File: config.mk
export PLATFORM = sky130hd
export DESIGN_NAME = sprite_rom_sched_flat
export DESIGN_NICKNAME = d
export VERILOG_FILES = /design/src/rtl/sprite_pkg.sv /design/src/rtl/sprite_rom_sched_if.sv /design/src/rtl/sprite_orient_map.sv /design/src/rtl/sprite_rom_sched.sv /design/src/flat_wrapper.sv
export SDC_FILE = /design/constraint.sdc
export NUM_CORES = 1
export LEC_CHECK = 0
export BUFFER_PORTS_ARGS = -buffer_cell sky130_fd_sc_hd__buf_4
export CAP_MARGIN = 25
export CORE_ASPECT_RATIO = 1.1
export CORE_UTILIZATION = 30
export CTS_CLUSTER_DIAMETER = 100
export DETAILED_ROUTE_END_ITERATION = 6
export HOLD_SLACK_MARGIN = 0.12
export SYNTH_ARGS = -nofsm -noshare
export SYNTH_HDL_FRONTEND = slang
export SYNTH_SLANG_ARGS = --single-unit
File: constraint.sdc
create_clock -name px_clk -period 6 [get_ports px_clk]
set_clock_uncertainty 0.1 [all_clocks]
set_input_delay 0.6 -clock px_clk [delete_from_list [all_inputs] [get_ports px_clk]]
set_output_delay 0.6 -clock px_clk [all_outputs]
set_load 0.01 [all_outputs]
File: src/rtl/sprite_pkg.sv
// sprite_pkg: shared constants and types for the sprite ROM scheduler
package sprite_pkg;
  localparam int ROM_AW = 11;
  localparam int ORIENT_HI = 7;
  localparam int ORIENT_LO = 5;
  localparam int BMP_HI = 2;
  localparam int BMP_LO = 0;
  typedef enum logic [2:0] {
    RIGHT, DOWN, UP, LEFT, RIGHT_MIRROR, DOWN_MIRROR, UP_MIRROR, LEFT_MIRROR
  } orient_e;
  typedef enum logic [1:0] {IDLE, RUN, DRAIN} state_e;
endpackage

File: src/rtl/sprite_rom_sched_if.sv
// sprite_rom_sched_if: requester, ROM and return-path signals of the sprite ROM scheduler
interface sprite_rom_sched_if
  import sprite_pkg::*;
#(
  parameter int NREQ = 5,
  parameter int DW   = 4
);
  logic                en_i;
  logic [NREQ-1:0]     req_i;
  logic [8*NREQ-1:0]   sprite_i;
  logic [4*NREQ-1:0]   posx_i;
  logic [4*NREQ-1:0]   posy_i;
  logic [NREQ-1:0]     ack_o;
  logic                rom_en_o;
  logic [ROM_AW-1:0]   rom_addr_o;
  logic [DW-1:0]       rom_data_i;
  logic                rd_valid_o;
  logic [2:0]          rd_id_o;
  logic [DW-1:0]       rd_data_o;
  logic                busy_o;
  logic                done_o;
  modport master (
    output en_i, req_i, sprite_i, posx_i, posy_i, rom_data_i,
    input  ack_o, rom_en_o, rom_addr_o, rd_valid_o, rd_id_o, rd_data_o, busy_o, done_o
  );
  modport slave (
    input  en_i, req_i, sprite_i, posx_i, posy_i, rom_data_i,
    output ack_o, rom_en_o, rom_addr_o, rd_valid_o, rd_id_o, rd_data_o, busy_o, done_o
  );
endinterface

File: src/rtl/sprite_orient_map.sv
// sprite_orient_map: orientation/mirror mapping of a tile pixel to a ROM address
module sprite_orient_map
  import sprite_pkg::*;
(
  input  logic [7:0]        sprite,
  input  logic [3:0]        posx,
  input  logic [3:0]        posy,
  output logic [ROM_AW-1:0] addr
);
  logic [2:0] b;
  logic [3:0] r, c;
  logic unused_bits;
  assign b = sprite[BMP_HI:BMP_LO];
  assign r = posy;
  assign c = posx;
  assign unused_bits = ^sprite[ORIENT_LO-1:BMP_HI+1];
  // choose row/column order and inversion from the orientation code
  always_comb begin
    case (orient_e'(sprite[ORIENT_HI:ORIENT_LO]))
      RIGHT:        addr = {b, r, ~c};
      DOWN:         addr = {b, c, r};
      UP:           addr = {b, c, ~r};
      LEFT:         addr = {b, r, c};
      RIGHT_MIRROR: addr = {b, ~r, ~c};
      DOWN_MIRROR:  addr = {b, ~c, r};
      UP_MIRROR:    addr = {b, ~c, ~r};
      default:      addr = {b, ~r, c};
    endcase
  end
endmodule

File: src/rtl/sprite_rom_sched.sv
// sprite_rom_sched: round-robin sprite ROM arbiter with tagged read return and drain
module sprite_rom_sched
  import sprite_pkg::*;
#(
  parameter int NREQ    = 5,
  parameter int ROM_LAT = 1,
  parameter int DW      = 4
) (
  input logic px_clk,
  input logic rst_n,
  sprite_rom_sched_if.slave bus
);
  state_e                state;
  logic [2:0]            ptr, win;
  logic [3:0]            sum;
  logic                  hit, gnt;
  logic [NREQ-1:0]       elig, rot, oh;
  logic [ROM_LAT:0]      tv;
  logic [ROM_LAT:0][2:0] tid;
  logic [ROM_AW-1:0]     addr;

  sprite_orient_map u_map (
    .sprite(bus.sprite_i[{win, 3'b000} +: 8]),
    .posx  (bus.posx_i[{win, 2'b00} +: 4]),
    .posy  (bus.posy_i[{win, 2'b00} +: 4]),
    .addr  (addr)
  );

  // rotate eligibility so bit 0 is the pointer; lowest set bit wins, acked requester masked
  always_comb begin
    elig = bus.req_i & ~bus.ack_o;
    rot = NREQ'({elig, elig} >> ptr);
    hit = 1'b0;
    sum = '0;
    for (int i = NREQ - 1; i >= 0; i--)
      if (rot[i]) begin
        hit = 1'b1;
        sum = {1'b0, ptr} + 4'(i);
      end
    win = sum >= 4'(NREQ) ? 3'(sum - 4'(NREQ)) : sum[2:0];
    gnt = state == RUN && bus.en_i && hit;
    oh = gnt ? {{(NREQ-1){1'b0}}, 1'b1} << win : '0;
  end

  // window FSM, grant registers and the {valid,id} tag pipeline feeding the return path
  always_ff @(posedge px_clk) begin
    if (!rst_n) begin
      state          <= IDLE;
      ptr            <= '0;
      tv             <= '0;
      tid            <= '0;
      bus.ack_o      <= '0;
      bus.rom_en_o   <= 1'b0;
      bus.rom_addr_o <= '0;
      bus.rd_valid_o <= 1'b0;
      bus.rd_id_o    <= '0;
      bus.rd_data_o  <= '0;
      bus.done_o     <= 1'b0;
    end else begin
      state <= state == IDLE ? (bus.en_i ? RUN : IDLE) :
               state == RUN  ? (bus.en_i ? RUN : DRAIN) :
               (|tv ? DRAIN : IDLE);
      if (gnt) begin
        ptr            <= win == 3'(NREQ - 1) ? 3'd0 : win + 3'd1;
        bus.rom_addr_o <= addr;
      end
      tv             <= {tv[ROM_LAT-1:0], gnt};
      tid            <= {tid[ROM_LAT-1:0], win};
      bus.ack_o      <= oh;
      bus.rom_en_o   <= gnt;
      bus.rd_valid_o <= tv[ROM_LAT];
      bus.rd_id_o    <= tid[ROM_LAT];
      bus.rd_data_o  <= bus.rom_data_i;
      bus.done_o     <= state == DRAIN && !(|tv);
    end
  end

  assign bus.busy_o = state != IDLE || |tv;
endmodule

File: src/flat_wrapper.sv
// flat-port wrapper written by rule: the top's interface ports become plain ports
module sprite_rom_sched_flat import sprite_pkg::*;
#(
  parameter int NREQ    = 5,
  parameter int ROM_LAT = 1,
  parameter int DW      = 4
)
  (px_clk, rst_n, bus_en_i, bus_req_i, bus_sprite_i, bus_posx_i, bus_posy_i, bus_rom_data_i, bus_ack_o, bus_rom_en_o, bus_rom_addr_o, bus_rd_valid_o, bus_rd_id_o, bus_rd_data_o, bus_busy_o, bus_done_o);
  sprite_rom_sched_if #(.NREQ(NREQ), .DW(DW)) bus_i ();
  input logic px_clk;
  input logic rst_n;
  input wire logic [$bits(bus_i.en_i)-1:0] bus_en_i;
  input wire logic [$bits(bus_i.req_i)-1:0] bus_req_i;
  input wire logic [$bits(bus_i.sprite_i)-1:0] bus_sprite_i;
  input wire logic [$bits(bus_i.posx_i)-1:0] bus_posx_i;
  input wire logic [$bits(bus_i.posy_i)-1:0] bus_posy_i;
  input wire logic [$bits(bus_i.rom_data_i)-1:0] bus_rom_data_i;
  output wire logic [$bits(bus_i.ack_o)-1:0] bus_ack_o;
  output wire logic [$bits(bus_i.rom_en_o)-1:0] bus_rom_en_o;
  output wire logic [$bits(bus_i.rom_addr_o)-1:0] bus_rom_addr_o;
  output wire logic [$bits(bus_i.rd_valid_o)-1:0] bus_rd_valid_o;
  output wire logic [$bits(bus_i.rd_id_o)-1:0] bus_rd_id_o;
  output wire logic [$bits(bus_i.rd_data_o)-1:0] bus_rd_data_o;
  output wire logic [$bits(bus_i.busy_o)-1:0] bus_busy_o;
  output wire logic [$bits(bus_i.done_o)-1:0] bus_done_o;
  assign bus_i.en_i = bus_en_i;
  assign bus_i.req_i = bus_req_i;
  assign bus_i.sprite_i = bus_sprite_i;
  assign bus_i.posx_i = bus_posx_i;
  assign bus_i.posy_i = bus_posy_i;
  assign bus_i.rom_data_i = bus_rom_data_i;
  assign bus_ack_o = bus_i.ack_o;
  assign bus_rom_en_o = bus_i.rom_en_o;
  assign bus_rom_addr_o = bus_i.rom_addr_o;
  assign bus_rd_valid_o = bus_i.rd_valid_o;
  assign bus_rd_id_o = bus_i.rd_id_o;
  assign bus_rd_data_o = bus_i.rd_data_o;
  assign bus_busy_o = bus_i.busy_o;
  assign bus_done_o = bus_i.done_o;
  sprite_rom_sched #(.NREQ(NREQ), .ROM_LAT(ROM_LAT), .DW(DW)) u_core (.px_clk(px_clk), .rst_n(rst_n), .bus(bus_i));
endmodule
* After elaboration in Yosys (flattened, before gate mapping)
Cells that the tools add are included.
** Cells by class
- $add $sub $neg :: 6
- $lt $le $gt $ge :: 1
- Equality and inequality tests :: 9
- Shifts and indexed selects :: 5
- Multiplexer cells :: 18
- Bitwise gates (word level) :: 4
- Reductions and logical operators :: 10
** Operator list (count)
- $pmux W8 S7 :: 1
- $shiftx A20 B6 Y4 :: 2
- $shiftx A40 B7 Y8 :: 1
- $mux W4 :: 5
- $eq A3 B3 Y1 const B :: 4
- $shr A10 B3 Y5 :: 1
- $add A3 B2 Y4 const B :: 2
- $mux W2 :: 4
- $not A4 Y4 :: 2
- $eq A3 B2 Y1 const B :: 2
- $mux W1 :: 6
- $mux W3 :: 2
- $and A5 B5 Y5 :: 1
- $not A5 Y5 :: 1
- $shl A1 B3 Y5 const A :: 1
- $add A3 B1 Y4 const B :: 1
- $add A3 B3 Y4 const B :: 1
- $ge A4 B3 Y1 const B :: 1
- $add A3 B1 Y3 const B :: 1
- $eq A3 B1 Y1 const B :: 1
- $logic_and A1 B1 Y1 :: 3
- $logic_not A3 Y1 :: 1
- $sub A3 B3 Y3 const B :: 1
- $eq A2 B1 Y1 const B :: 1
- 7 further kinds :: 7
** Storage, ports and cells
- Register bits after elaboration :: 39
- Input port bits :: 92
- Output and inout bits :: 27
- Word-level logic and storage cells :: 65

* Longest topological paths before layout
- Depth in word-level cells :: 13
- Gate-level depth with buffers :: 22

* Modules after synthesis
Synthesis repeated with hierarchy kept, for this count alone.
** Unflattened totals
- Cell total of the unflattened synthesis :: 367
- Area total of the unflattened synthesis :: 3194.3 sq um
** Modules (own cells, without submodules)
- sprite_rom_sched :: times used 1, cells an instance 332, area each 2922.8 sq um, sequential area each 760.7 sq um
- sprite_orient_map :: times used 1, cells an instance 35, area each 271.5 sq um, sequential area each 0.0 sq um

* Least setup slack after synthesis
OpenSTA, ideal clock, no wires.
- Kind :: input-to-reg
- Start point :: input port bus_req_i[1]
- End point :: register u_core.bus.rom_addr_o[4]
- Library setup time :: 0.123 ns
- Data arrival time :: 4.499 ns
- Required time :: 5.777 ns
- Slack :: 1.278 ns
- Stages :: 20
- Cells stage by stage :: nand2b_1 -> mux4_2 -> mux2_2 -> o21bai_1 -> a22o_1 -> o2bb2ai_1 -> inv_1 -> ha_1 -> o21ai_0 -> nor4_1 -> a211oi_2 -> mux2i_2 -> nand2_1 -> o22ai_1 -> a31o_1 -> buf_4 -> xor2_4 -> mux2i_1 -> xor2_1 -> o21ai_1
** Between the ends
- Word-level cells in the longest chain between the ends :: 12
** Ends and longest elaborated chain
- start: declaration :: line flat_wrapper.sv:13 : input wire logic [$bits(bus_i.req_i)-1:0] bus_req_i;
- $and A5 B5 Y5 (*) :: line sprite_rom_sched.sv:31 : elig = bus.req_i & ~bus.ack_o;
- $shr A10 B3 Y5 (*) :: line sprite_rom_sched.sv:32 : rot = NREQ'({elig, elig} >> ptr);
- $mux W4 (5 in series) :: line sprite_rom_sched.sv:36 : if (rot[i]) begin
- $ge A4 B3 Y1 or $sub A3 B3 Y3 (tied branches) :: line sprite_rom_sched.sv:40 : win = sum >= 4'(NREQ) ? 3'(sum - 4'(NREQ)) : sum[2:0];
- $mux W3 :: line sprite_rom_sched.sv:40
- $shiftx A40 B7 Y8, or another cell as far along :: line sprite_rom_sched.sv:23 : .sprite(bus.sprite_i[{win, 3'b000} +: 8]),
- $eq A3 B3 Y1, or another cell as far along :: line sprite_orient_map.sv:19 : case (orient_e'(sprite[ORIENT_HI:ORIENT_LO]))
- $pmux W8 S7 :: line sprite_orient_map.sv:19
- end signal: assignment :: line sprite_rom_sched.sv:65 : bus.rom_addr_o <= addr;
- end: declaration :: line sprite_rom_sched_if.sv:28 : output ack_o, rom_en_o, rom_addr_o, rd_valid_o, rd_id_o, rd_data_o, busy_o, done_o
Every way passes the cells marked *; elsewhere a longest branch is shown, timed or not.
A chain may end at the register's enable or synchronous reset.

* Worst setup path in the final report
- Start point :: register u_core.ptr[0]
- End point :: register u_core.bus.rom_addr_o[6]
** Between the ends
- Word-level cells in the longest chain between the ends :: 11
** Ends and longest elaborated chain
- start: declaration :: line sprite_rom_sched.sv:14 : logic [2:0] ptr, win;
- start signal: assignment :: line sprite_rom_sched.sv:64 : ptr <= win == 3'(NREQ - 1) ? 3'd0 : win + 3'd1;
- $add A3 B3 Y4 or $shr A10 B3 Y5 (tied branches) :: line sprite_rom_sched.sv:38, sprite_rom_sched.sv:32
- $mux W4 (5 in series) :: line sprite_rom_sched.sv:36
- $ge A4 B3 Y1 or $sub A3 B3 Y3 (tied branches) :: line sprite_rom_sched.sv:40
- $mux W3 :: line sprite_rom_sched.sv:40
- $shiftx A40 B7 Y8, or another cell as far along :: line sprite_rom_sched.sv:23
- $eq A3 B3 Y1, or another cell as far along :: line sprite_orient_map.sv:19
- $pmux W8 S7 :: line sprite_orient_map.sv:19
Parallel ways exist; a longest one is shown, timed or not.

==> results.py <==
metrics = {
    "drt": {
        "dr.first_iter.drc_count": 159,
        "dr.pass1.iters": 4,
        "wire_per_inst_um": 14.2,
        "finalWirelength_um": 7570,
        "vias": 2702,
        "viasPerCell": 5.09,
        "drc": 0,
        "drtAntennaViolNets": 0,
    },
    "worst_setup_path": {
        "critical_path.most_common_cell": "xor2_1",
        "worstPathRequired_ns": 6.06,
        "path_cells": "xor2_1 > o221ai_1 > o22a_1 > nor3_1 > a21boi_0 > o2bb2ai_1 > inv_1 > ha_1 > o21ai_0 > nor4_1 > a211oi_2 > mux2i_2 > nand2_1 > o22ai_1 > a31o_2 > xor2_4 > mux2i_1 > xor2_1 > o21ai_1",
        "crit_slowest_cell": "dfxtp_2",
        "ff2ff_setup_slack_ns": 0.61,
        "worstRegToRegCells": 19,
        "slowest_delay_ns": 0.53,
        "crit_cells": 19,
        "crit_family": "compound AO/OA/AOI/OAI gates",
        "start_kind": "flop",
        "path_max_fanout": 16,
        "cp.arrival_ns": 5.44,
        "cp-end-kind": "flop",
        "crit_buf_inv": 1,
        "critPathKind": "flop to flop",
    },
    "clocking": {
        "cts_sinks": 38,
        "ctsHoldBuffers": 0,
        "post_cts.repair.setup_buffers": 0,
        "clockBufferDepth": 2,
        "cts-resized-gates": 0,
        "tritoncts": "done",
        "path_clk_slew_ns": 0.07,
        "cts_inserted_buffers": 5,
        "htree_num_levels": 2,
        "clk_latency_ns": 0.28,
        "cts_root_buffer": "clkbuf_8",
    },
    "die": {
        "core_um2": 8830,
        "die_width_um": 92.7,
        "start_util": 0.307,
        "die_h_um": 102,
        "fp-row-count": 36,
        "die_area_um2": 9430,
        "num_io_pins": 119,
    },
    "yosys": {
        "synth_seq_cells": 38,
        "synth_top_family_by_area": "compound AO/OA/AOI/OAI gates",
        "yosysWarnings": 0,
        "syn_area_um2": 2710,
        "postSynthAreaPerCell_um2": 8.75,
        "synth-simple-area-share": 0.188,
        "syn-num-nets": 410,
        "synth_adder_area_share": 0.0369,
        "synth_mux_area_frac": 0.199,
        "synth_compound_area_frac": 0.220,
        "synth_area_leaders": "dfxtp_1 (28%), mux2i_1 (14%), and2_1 (4.1%)",
        "ys_seq_area_frac": 0.280,
        "synth_common_cells": "dfxtp_1 (38), mux2i_1 (38), nand2_1 (25), and2_1 (18), nor2_1 (15)",
        "synth_cells": 310,
        "synth-xor-area-share": 0.0355,
        "ys_types": 55,
        "yosys.area.top_type_share": 0.280,
        "synth_edf_count": 0,
        "async_reset_ff_frac": 0,
        "synth_flop_cell": "dfxtp_1",
        "synth_top_area_cell": "dfxtp_1",
    },
    "global_route": {
        "track_usage": 0.159,
        "antenna_found_initial": 0,
        "overflow": 0,
        "grt_start_max_net_pins": 31,
        "grt_pass1_vias": 2575,
        "grt_pass1_wl_um": 12100,
    },
    "power": {
        "internal-power_uw": 1040,
        "power_uw": 2010,
        "p_sw_uw": 968,
        "switching_share": 0.483,
        "leakagePower_uw": 0.00178,
        "ir_drop_mv": 0.248,
        "combinationalPowerShare": 0.762,
        "power_frac_seq": 0.155,
        "pwr-share-clk": 0.082,
        "pwr_density_cell_nw_per_um2": 533,
    },
    "flow_run": {
        "maxCapViolations": 0,
    },
    "run_status": {
        "outcome": "completed",
    },
    "hold_path": {
        "hold_depth": 1,
        "min_path_type": "flop to flop",
    },
    "sta": {
        "slew_violations": 0,
        "rsz0062_at_grt": "false",
        "post-route-min-period_ns": 5.39,
        "min_period_over_period": 0.898,
        "hold_viol": 0,
        "tightest_slew_ns": 0.720,
        "setup_tns_ns": 0,
        "maxSlewHeadroom": 0.519,
        "fmax_ghz": 0.186,
        "setup_viol": 0,
    },
    "place": {
        "dp_hpwl_um": 5920,
        "gp_congestion": 0.804,
        "dp_cells": 525,
        "port_buffers": 108,
    },
    "final_layout": {
        "antenna_cells": 0,
        "stdcell_count": 531,
        "area_delta_synth_final_pct": 38.7,
        "drive_gt1_frac": 0.348,
        "nets": 518,
        "fillers": 918,
    },
}
-- final cells by class --
class                   count  area [um2]  area share
multi-input cells         245        1850       0.493
repair buffers            118         886       0.235
flip-flops and latches     38         762       0.202
well taps                 114         143      0.0379
clock buffers               6        82.6      0.0219
inverters                  10        37.5     0.00997
-- per-stage QoR --
stage | cell area (um2) | hold slack, ns | utilization | setup slack, ns
6_report | 3760 | 0.333 | 0.426 | 0.614
5_1_grt | 3760 | 0.362 | 0.426 | 0.149
4_1_cts | 3760 | 0.335 | 0.426 | 0.342
3_5_place_dp | 3680 | 0.318 | 0.417 | 0.375
3_3_place_gp | 3680 | 0.316 | 0.417 | 0.454
2_1_floorplan | 2710 | 0.312 | - | 1.28
-- registers in the layout, indices dropped and copies added, names as in the netlist --
register,count
u_core.bus.ack_o,5
u_core.bus.done_o,1
u_core.bus.rd_data_o,4
u_core.bus.rd_id_o,3
u_core.bus.rd_valid_o,1
u_core.bus.rom_addr_o,11
u_core.ptr,3
u_core.state,2
u_core.tid,6
u_core.tv,2
-- power by group through the flow --
stage,sequential (uW),clock [uW],combinational (uW)
2_1_floorplan,321,0,1150
3_3_place_gp,316,0,1510
3_5_place_dp,316,0,1540
4_1_cts,311,170,1540
5_1_grt,316,184,1680
6_report,312,165,1530
-- worst reg2reg max path, stage by stage (launching register included) --
cell       delay [ns]
dfxtp_2          0.53
xor2_1           0.23
o221ai_1         0.19
o22a_1           0.33
nor3_1           0.34
a21boi_0         0.14
o2bb2ai_1        0.24
inv_1            0.10
ha_1             0.20
o21ai_0          0.22
nor4_1           0.09
a211oi_2         0.46
mux2i_2          0.49
nand2_1          0.32
o22ai_1          0.20
a31o_2           0.26
xor2_4           0.27
mux2i_1          0.32
xor2_1           0.17
o21ai_1          0.07
-- cell usage in the layout, fill, tap and decap left out, types with 4 or more instances in the layout --
cell type,n
a211oi_1,4
a21oi_1,10
a31oi_1,12
and2_1,18
buf_4,118
clkbuf_8,6
dfxtp_1,37
ha_1,8
inv_1,8
mux2_2,5
mux2i_1,38
mux4_2,4
nand2_1,25
nand2b_1,7
nor2_1,15
nor2b_1,6
o211a_1,5
o211ai_1,8
o21ai_0,14
o21ai_1,4
o221ai_1,5
o22ai_1,12
xor2_1,6
-- layer usage --
metal,vias up,wire (um),global-route usage
met2,80,3780,0.288
met1,1243,3320,0.202
met5,-,0,0
met4,0,104,0.0296
met3,10,362,0.0255
li1,1369,-,-
-- logic make-up (layout without fill, tap and decap cells) --
family / after synthesis / after routing
AOI/OAI and AO/OA: 88 / 88
xor gates and xnor gates: 8 / 8
adders and majority gates: 8 / 8
buffers and inverters: 27 / 134
DFF: 38 / 38
muxes: 48 / 48
and+or+nand+nor: 93 / 93
-- final timing paths --
kind / start / to
max: u_core.ptr[0] / u_core.bus.rom_addr_o[6]
min: u_core.tid[4] / u_core.bus.rd_id_o[1]
min reg2reg: u_core.tid[4] / u_core.bus.rd_id_o[1]
max reg2reg: u_core.ptr[0] / u_core.bus.rom_addr_o[6]
(Power assumes the default switching activity.)
